==> config.mk <==
export PLATFORM = sky130hd
export DESIGN_NAME = serial_adder_n
export DESIGN_NICKNAME = d
export VERILOG_FILES = /design/src/rtl/serial_adder_n.sv
export SDC_FILE = /design/constraint.sdc
export NUM_CORES = 1
export LEC_CHECK = 0
export CAP_MARGIN = 25
export CORE_MARGIN = 8
export CORE_UTILIZATION = 50
export CTS_CLUSTER_SIZE = 20
export DETAILED_ROUTE_END_ITERATION = 12
export PLACE_DENSITY = 0.78
export SLEW_MARGIN = 20
export SYNTH_ARGS = -nofsm -noshare
export SYNTH_HDL_FRONTEND = slang
export SYNTH_SLANG_ARGS = --single-unit
==> constraint.sdc <==
create_clock -name CLK -period 1.85 [get_ports CLK]
set_input_delay 0.37 -clock CLK [delete_from_list [all_inputs] [get_ports CLK]]
set_output_delay 0.37 -clock CLK [all_outputs]
set_load 0.03 [all_outputs]
==> src/rtl/serial_adder_n.sv <==
// serial_adder_n
//   Multi-cycle unsigned adder. A WIDTH-bit sum is built CHUNK bits per clock,
//   reusing one CHUNK-wide carry chain NCH = WIDTH/CHUNK times.
//   Handshake: START is accepted whenever BUSY=0 (IDLE or FIN). BUSY is high
//   for NCH cycles. DONE then pulses for one cycle, and S/COUT update on the
//   same edge.
//
// Parameters
//   WIDTH  operand and sum width (>= 1)
//   CHUNK  bits added per clock; WIDTH % CHUNK must be 0
//
// Ports
//   CLK    clock, rising edge
//   RST    synchronous reset, active-high; has priority over START
//   START  operation request, sampled only while BUSY=0
//   A, B   WIDTH-bit operands, captured on the accepting edge
//   CIN    carry-in, captured on the accepting edge
//   SUB    (only with ADDER_SUB_EN) 1 = compute A - B; COUT=1 means no borrow
//   S      registered sum, held until the next completion
//   COUT   registered carry-out, updated together with S
//   BUSY   high while an operation is in progress
//   DONE   one-cycle completion pulse
//
// Build option
//   ADDER_SUB_EN  adds the SUB port and the operand-inversion logic
module serial_adder_n #(
    parameter int WIDTH = 8,
    parameter int CHUNK = 2
) (
    input  logic             CLK,
    input  logic             RST,
    input  logic             START,
`ifdef ADDER_SUB_EN
    input  logic             SUB,
`endif
    input  logic [WIDTH-1:0] A,
    input  logic [WIDTH-1:0] B,
    input  logic             CIN,
    output logic [WIDTH-1:0] S,
    output logic             COUT,
    output logic             BUSY,
    output logic             DONE
);

    localparam int NCH = WIDTH / CHUNK;
    localparam int CW  = (NCH > 1) ? $clog2(NCH) : 1;

    if (WIDTH < 1 || CHUNK < 1 || (WIDTH % CHUNK) != 0) begin : g_bad_param
        $error("serial_adder_n: WIDTH must be >= 1 and a multiple of CHUNK");
    end

    typedef enum logic [1:0] {
        IDLE,
        RUN,
        FIN
    } state_t;

    state_t           state;
    state_t           state_next;

    logic [WIDTH-1:0] a_reg;
    logic [WIDTH-1:0] b_reg;
    logic [WIDTH-1:0] res_reg;
    logic             carry;
    logic [CW-1:0]    cnt;

    logic [CHUNK-1:0] s_chunk;
    logic             c_chunk;
    logic [WIDTH-1:0] res_next;
    logic             last_chunk;
    logic             accept;
    logic [WIDTH-1:0] b_cap;
    logic             c_cap;

    // Operand conditioning at capture time
`ifdef ADDER_SUB_EN
    // Subtraction is A + ~B + 1, so the incoming CIN is ignored.
    always_comb begin
        b_cap = SUB ? ~B : B;
        c_cap = SUB ? 1'b1 : CIN;
    end
`else
    always_comb begin
        b_cap = B;
        c_cap = CIN;
    end
`endif

    assign accept     = START && (state != RUN);
    assign last_chunk = (cnt == CW'(NCH - 1));

    // Chunk adder and result assembly.
    // Each new chunk enters at the top of the result register, so after NCH
    // shifts the first (least significant) chunk has reached bit 0.
    always_comb begin
        {c_chunk, s_chunk} = {1'b0, a_reg[CHUNK-1:0]}
                           + {1'b0, b_reg[CHUNK-1:0]}
                           + {{CHUNK{1'b0}}, carry};
        res_next = (res_reg >> CHUNK) | (WIDTH'(s_chunk) << (WIDTH - CHUNK));
    end

    // State register
    always_ff @(posedge CLK) begin
        if (RST) begin
            state <= IDLE;
        end else begin
            state <= state_next;
        end
    end

    // Next-state logic
    always_comb begin
        state_next = state;
        case (state)
            IDLE:    state_next = START ? RUN : IDLE;
            RUN:     state_next = last_chunk ? FIN : RUN;
            FIN:     state_next = START ? RUN : IDLE;
            default: state_next = IDLE;
        endcase
    end

    // Output logic
    always_comb begin
        BUSY = (state == RUN);
        DONE = (state == FIN);
    end

    // Datapath
    always_ff @(posedge CLK) begin
        if (RST) begin
            a_reg   <= '0;
            b_reg   <= '0;
            res_reg <= '0;
            carry   <= 1'b0;
            cnt     <= '0;
            S       <= '0;
            COUT    <= 1'b0;
        end else if (accept) begin
            a_reg   <= A;
            b_reg   <= b_cap;
            carry   <= c_cap;
            cnt     <= '0;
            res_reg <= '0;
        end else if (state == RUN) begin
            a_reg   <= a_reg >> CHUNK;
            b_reg   <= b_reg >> CHUNK;
            res_reg <= res_next;
            carry   <= c_chunk;
            cnt     <= cnt + CW'(1);
            // The final sum is taken from the adder output directly, so S/COUT
            // change on the same edge that enters FIN.
            if (last_chunk) begin
                S    <= res_next;
                COUT <= c_chunk;
            end
        end
    end

endmodule

==> flow_summary_export.csv <==
group,metric,value,unit
floorplan,core,3050,um2
place,gp_congestion,0.709,
status,status,"complete, no violations",
synth,ys_ff_latch,36,
place,port_buffers,30,
detailed_routing,drtAntennaViolNets,0,
place,place_area,1900,um2
detailed_routing,drt_pre_antenna_iters,4,
job,cap_violations,0,
power_and_ir_drop,p_sw,0.000375,W
synth,synth_fa_ha_area_frac,0.0328,
synth,synthXorXnorAreaFrac,0,
critical_path,slowest_delay,0.68,ns
critical_path,end_kind,"output port",
detailed_routing,viasPerCell,5.21,
critical_path,critPathTopFamily,"buffers and inverters",
detailed_routing,vias,1219,
synth,yosys-mux-area-fraction,0.0998,
floorplan,die_w,72.6,um
detailed_routing,first_iter_violations,42,
cts,clk_pin_slew_worst_paths,0.10,ns
critical_path,path_buf_inv,1,
power_and_ir_drop,comb_power_share,0.159,
floorplan,ios,31,
synth,seq_area_frac_synth,0.449,
worst_hold_path,min_path_type,"reg2reg",
cts,cts_tree,"built",
timing,rsz0062_at_grt,"false",
synth,syn_area_per_cell,9.96,um2
cts,numCtsBuffers,5,
cts,cts.sinks,36,
timing,fin_crit,1.73,ns
power_and_ir_drop,internal_power,0.00112,W
place,post-dp-hpwl,2.23,mm
synth,synth_cell_type_count,24,
detailed_routing,post_drt_wl_per_cell,13.7,um
power_and_ir_drop,peakVddDrop,0.000508,V
global_route,grt_pass1_wl,5.44,mm
detailed_routing,drc,0,
layout,design_area,1950,um2
layout,layout_common_cells,"36 x dfxtp_1, 28 x clkdlybuf4s50_1, 18 x nand2_1, 17 x nor2_1, 16 x mux2i_1",
power_and_ir_drop,p_clk_frac,0.281,
power_and_ir_drop,p_per_area,767,nW/um2
synth,synth_compound_area_frac,0.165,
cts,h-tree-depth,2,
timing,fin_ws,0.121,ns
synth,syn_area,1600,um2
timing,fin_crit_sh,0.935,
synth,syn_nets,184,
layout,layout_commonest_cell,"dfxtp_1",
cts,clk_path_buf_depth,2,
synth,yosysWarningCount,0,
power_and_ir_drop,power.leakage,0.736,nW
global_route,grt_max_degree,37,
global_route,antenna_found_initial,0,
layout,area_growth,21.8,%
critical_path,crit_type,"reg2out",
floorplan,dieArea,5280,um2
global_route,grt_pass1_vias,1200,
floorplan,initial_core_util,0.525,
layout,nets,212,
power_and_ir_drop,switching_share,0.250,
critical_path,cp_slowest_cell,"clkdlybuf4s50_1",
layout,drive_gt1_frac,0.126,
synth,synth_top_family_by_area,"compound AO/OA/AOI/OAI gates",
cts,ctsRootBufferMaster,"clkbuf_4",
floorplan,fp-row-count,20,
cts,clkLatencyLatePin,0.33,ns
critical_path,startpoint_type,"flop",
global_route,grtUsageTotal,0.130,
synth,synthCells,161,
detailed_routing,routed_wl,3.20,mm
timing,setup_viol,0,
timing,hold_viol,0,
timing,slew_headroom,0.783,
critical_path,cp_max_fo,2,
synth,synth-simple-area-share,0.163,
timing,worst_pin_slew,0.324,ns
layout,antenna_cells,0,
timing,skew,0.00321,ns
power_and_ir_drop,power.total,0.00150,W
timing,fin_tns_setup,0,ns
timing,max_freq,578,MHz
critical_path,worstPathRequired,1.48,ns
critical_path,path_cells,"clkdlybuf4s50_1",
power_and_ir_drop,seqPwrFrac,0.559,
critical_path,cp.arrival,1.36,ns
global_route,grt-ovfl-total,0,
timing,slew_viol_final,0,
floorplan,die_h,72.6,um
layout,utilization,0.640,
place,dp_slack,0.222,ns
[cells by family (layout without fill, tap and decap cells)]
kind of cell,after synthesis,in the layout
AOI/OAI and AO/OA,32,32
muxes,16,16
and+or+nand+nor,54,54
buffers and inverters,20,49
DFF,36,36
adders and majority gates,3,3
[per-layer routing]
layer,track usage,vias up,part of all wire
met5,0,-,0
met4,0.0578,0,0.016
met3,0.0577,6,0.074
met2,0.214,28,0.47
met1,0.141,575,0.44
li1,-,610,-
[cell usage after synthesis]
cell / n / area, um2
dfxtp_1: 36 / 721
fa_1: 2 / 40.0
a221oi_2: 1 / 15.0
nor3_1: 4 / 20.0
a211oi_2: 10 / 125
nand3b_1: 9 / 67.6
buf_1: 1 / 3.75
a2bb2oi_1: 1 / 8.76
inv_4: 1 / 6.26
nor2_1: 17 / 63.8
a21oi_1: 14 / 70.1
inv_1: 6 / 22.5
mux2i_1: 16 / 160
buf_2: 3 / 15.0
nand2_1: 18 / 67.6
and2b_1: 1 / 7.51
a211oi_1: 5 / 37.5
and3b_2: 1 / 10.0
buf_6: 7 / 78.8
nand2b_1: 4 / 25.0
buf_8: 1 / 15.0
o21a_1: 1 / 7.51
ha_1: 1 / 12.5
clkbuf_1: 1 / 3.75
[final timing paths]
kind | from | to | slack [ns] | cells past startpoint
min | res_reg[2]$_SDFFE_PP0P_ | S[0]$_SDFFE_PP0P_ | 0.46 | 2
min reg2reg | res_reg[2]$_SDFFE_PP0P_ | S[0]$_SDFFE_PP0P_ | 0.46 | 2
max | S[0]$_SDFFE_PP0P_ | S[0] | 0.12 | 1
max reg2reg | a_reg[0]$_SDFFE_PP0P_ | res_reg[7]$_SDFFE_PP0P_ | 0.22 | 5
[power groups by stage]
stage / Sequential, W / Combinational (W) / Clock [W]
2_1_floorplan: 0.000849 / 0.000181 / 0
4_1_cts: 0.000838 / 0.000242 / 0.000438
3_5_place_dp: 0.000856 / 0.000240 / 0
3_3_place_gp: 0.000853 / 0.000236 / 0
5_1_grt: 0.000843 / 0.000263 / 0.000467
6_report: 0.000838 / 0.000239 / 0.000422
[repair_timing]
item	in CTS	in global routing
setup endpoints to repair	1	0
buffers inserted	0	0
hold buffers	0	0
gates resized for setup	1	0
hold endpoints to repair	0	0
[stage by stage]
step | hold slack, ns | instances
floorplan | 0.432 | 161
global placement | 0.444 | 226
detailed placement | 0.452 | 226
CTS | 0.464 | 234
global route | 0.490 | 234
finish | 0.463 | 234
[final cells by class]
cell class                      instances  area [um2]
Tap cell                               44        55.1
Timing Repair Buffer                   34         352
Inverter                                7        28.8
Multi-Input combinational cell        105         738
Sequential cell                        36         721
Fill cell                             277        1100
Clock buffer                            8        58.8
Note: power is estimated with default switching activity, not from simulation.
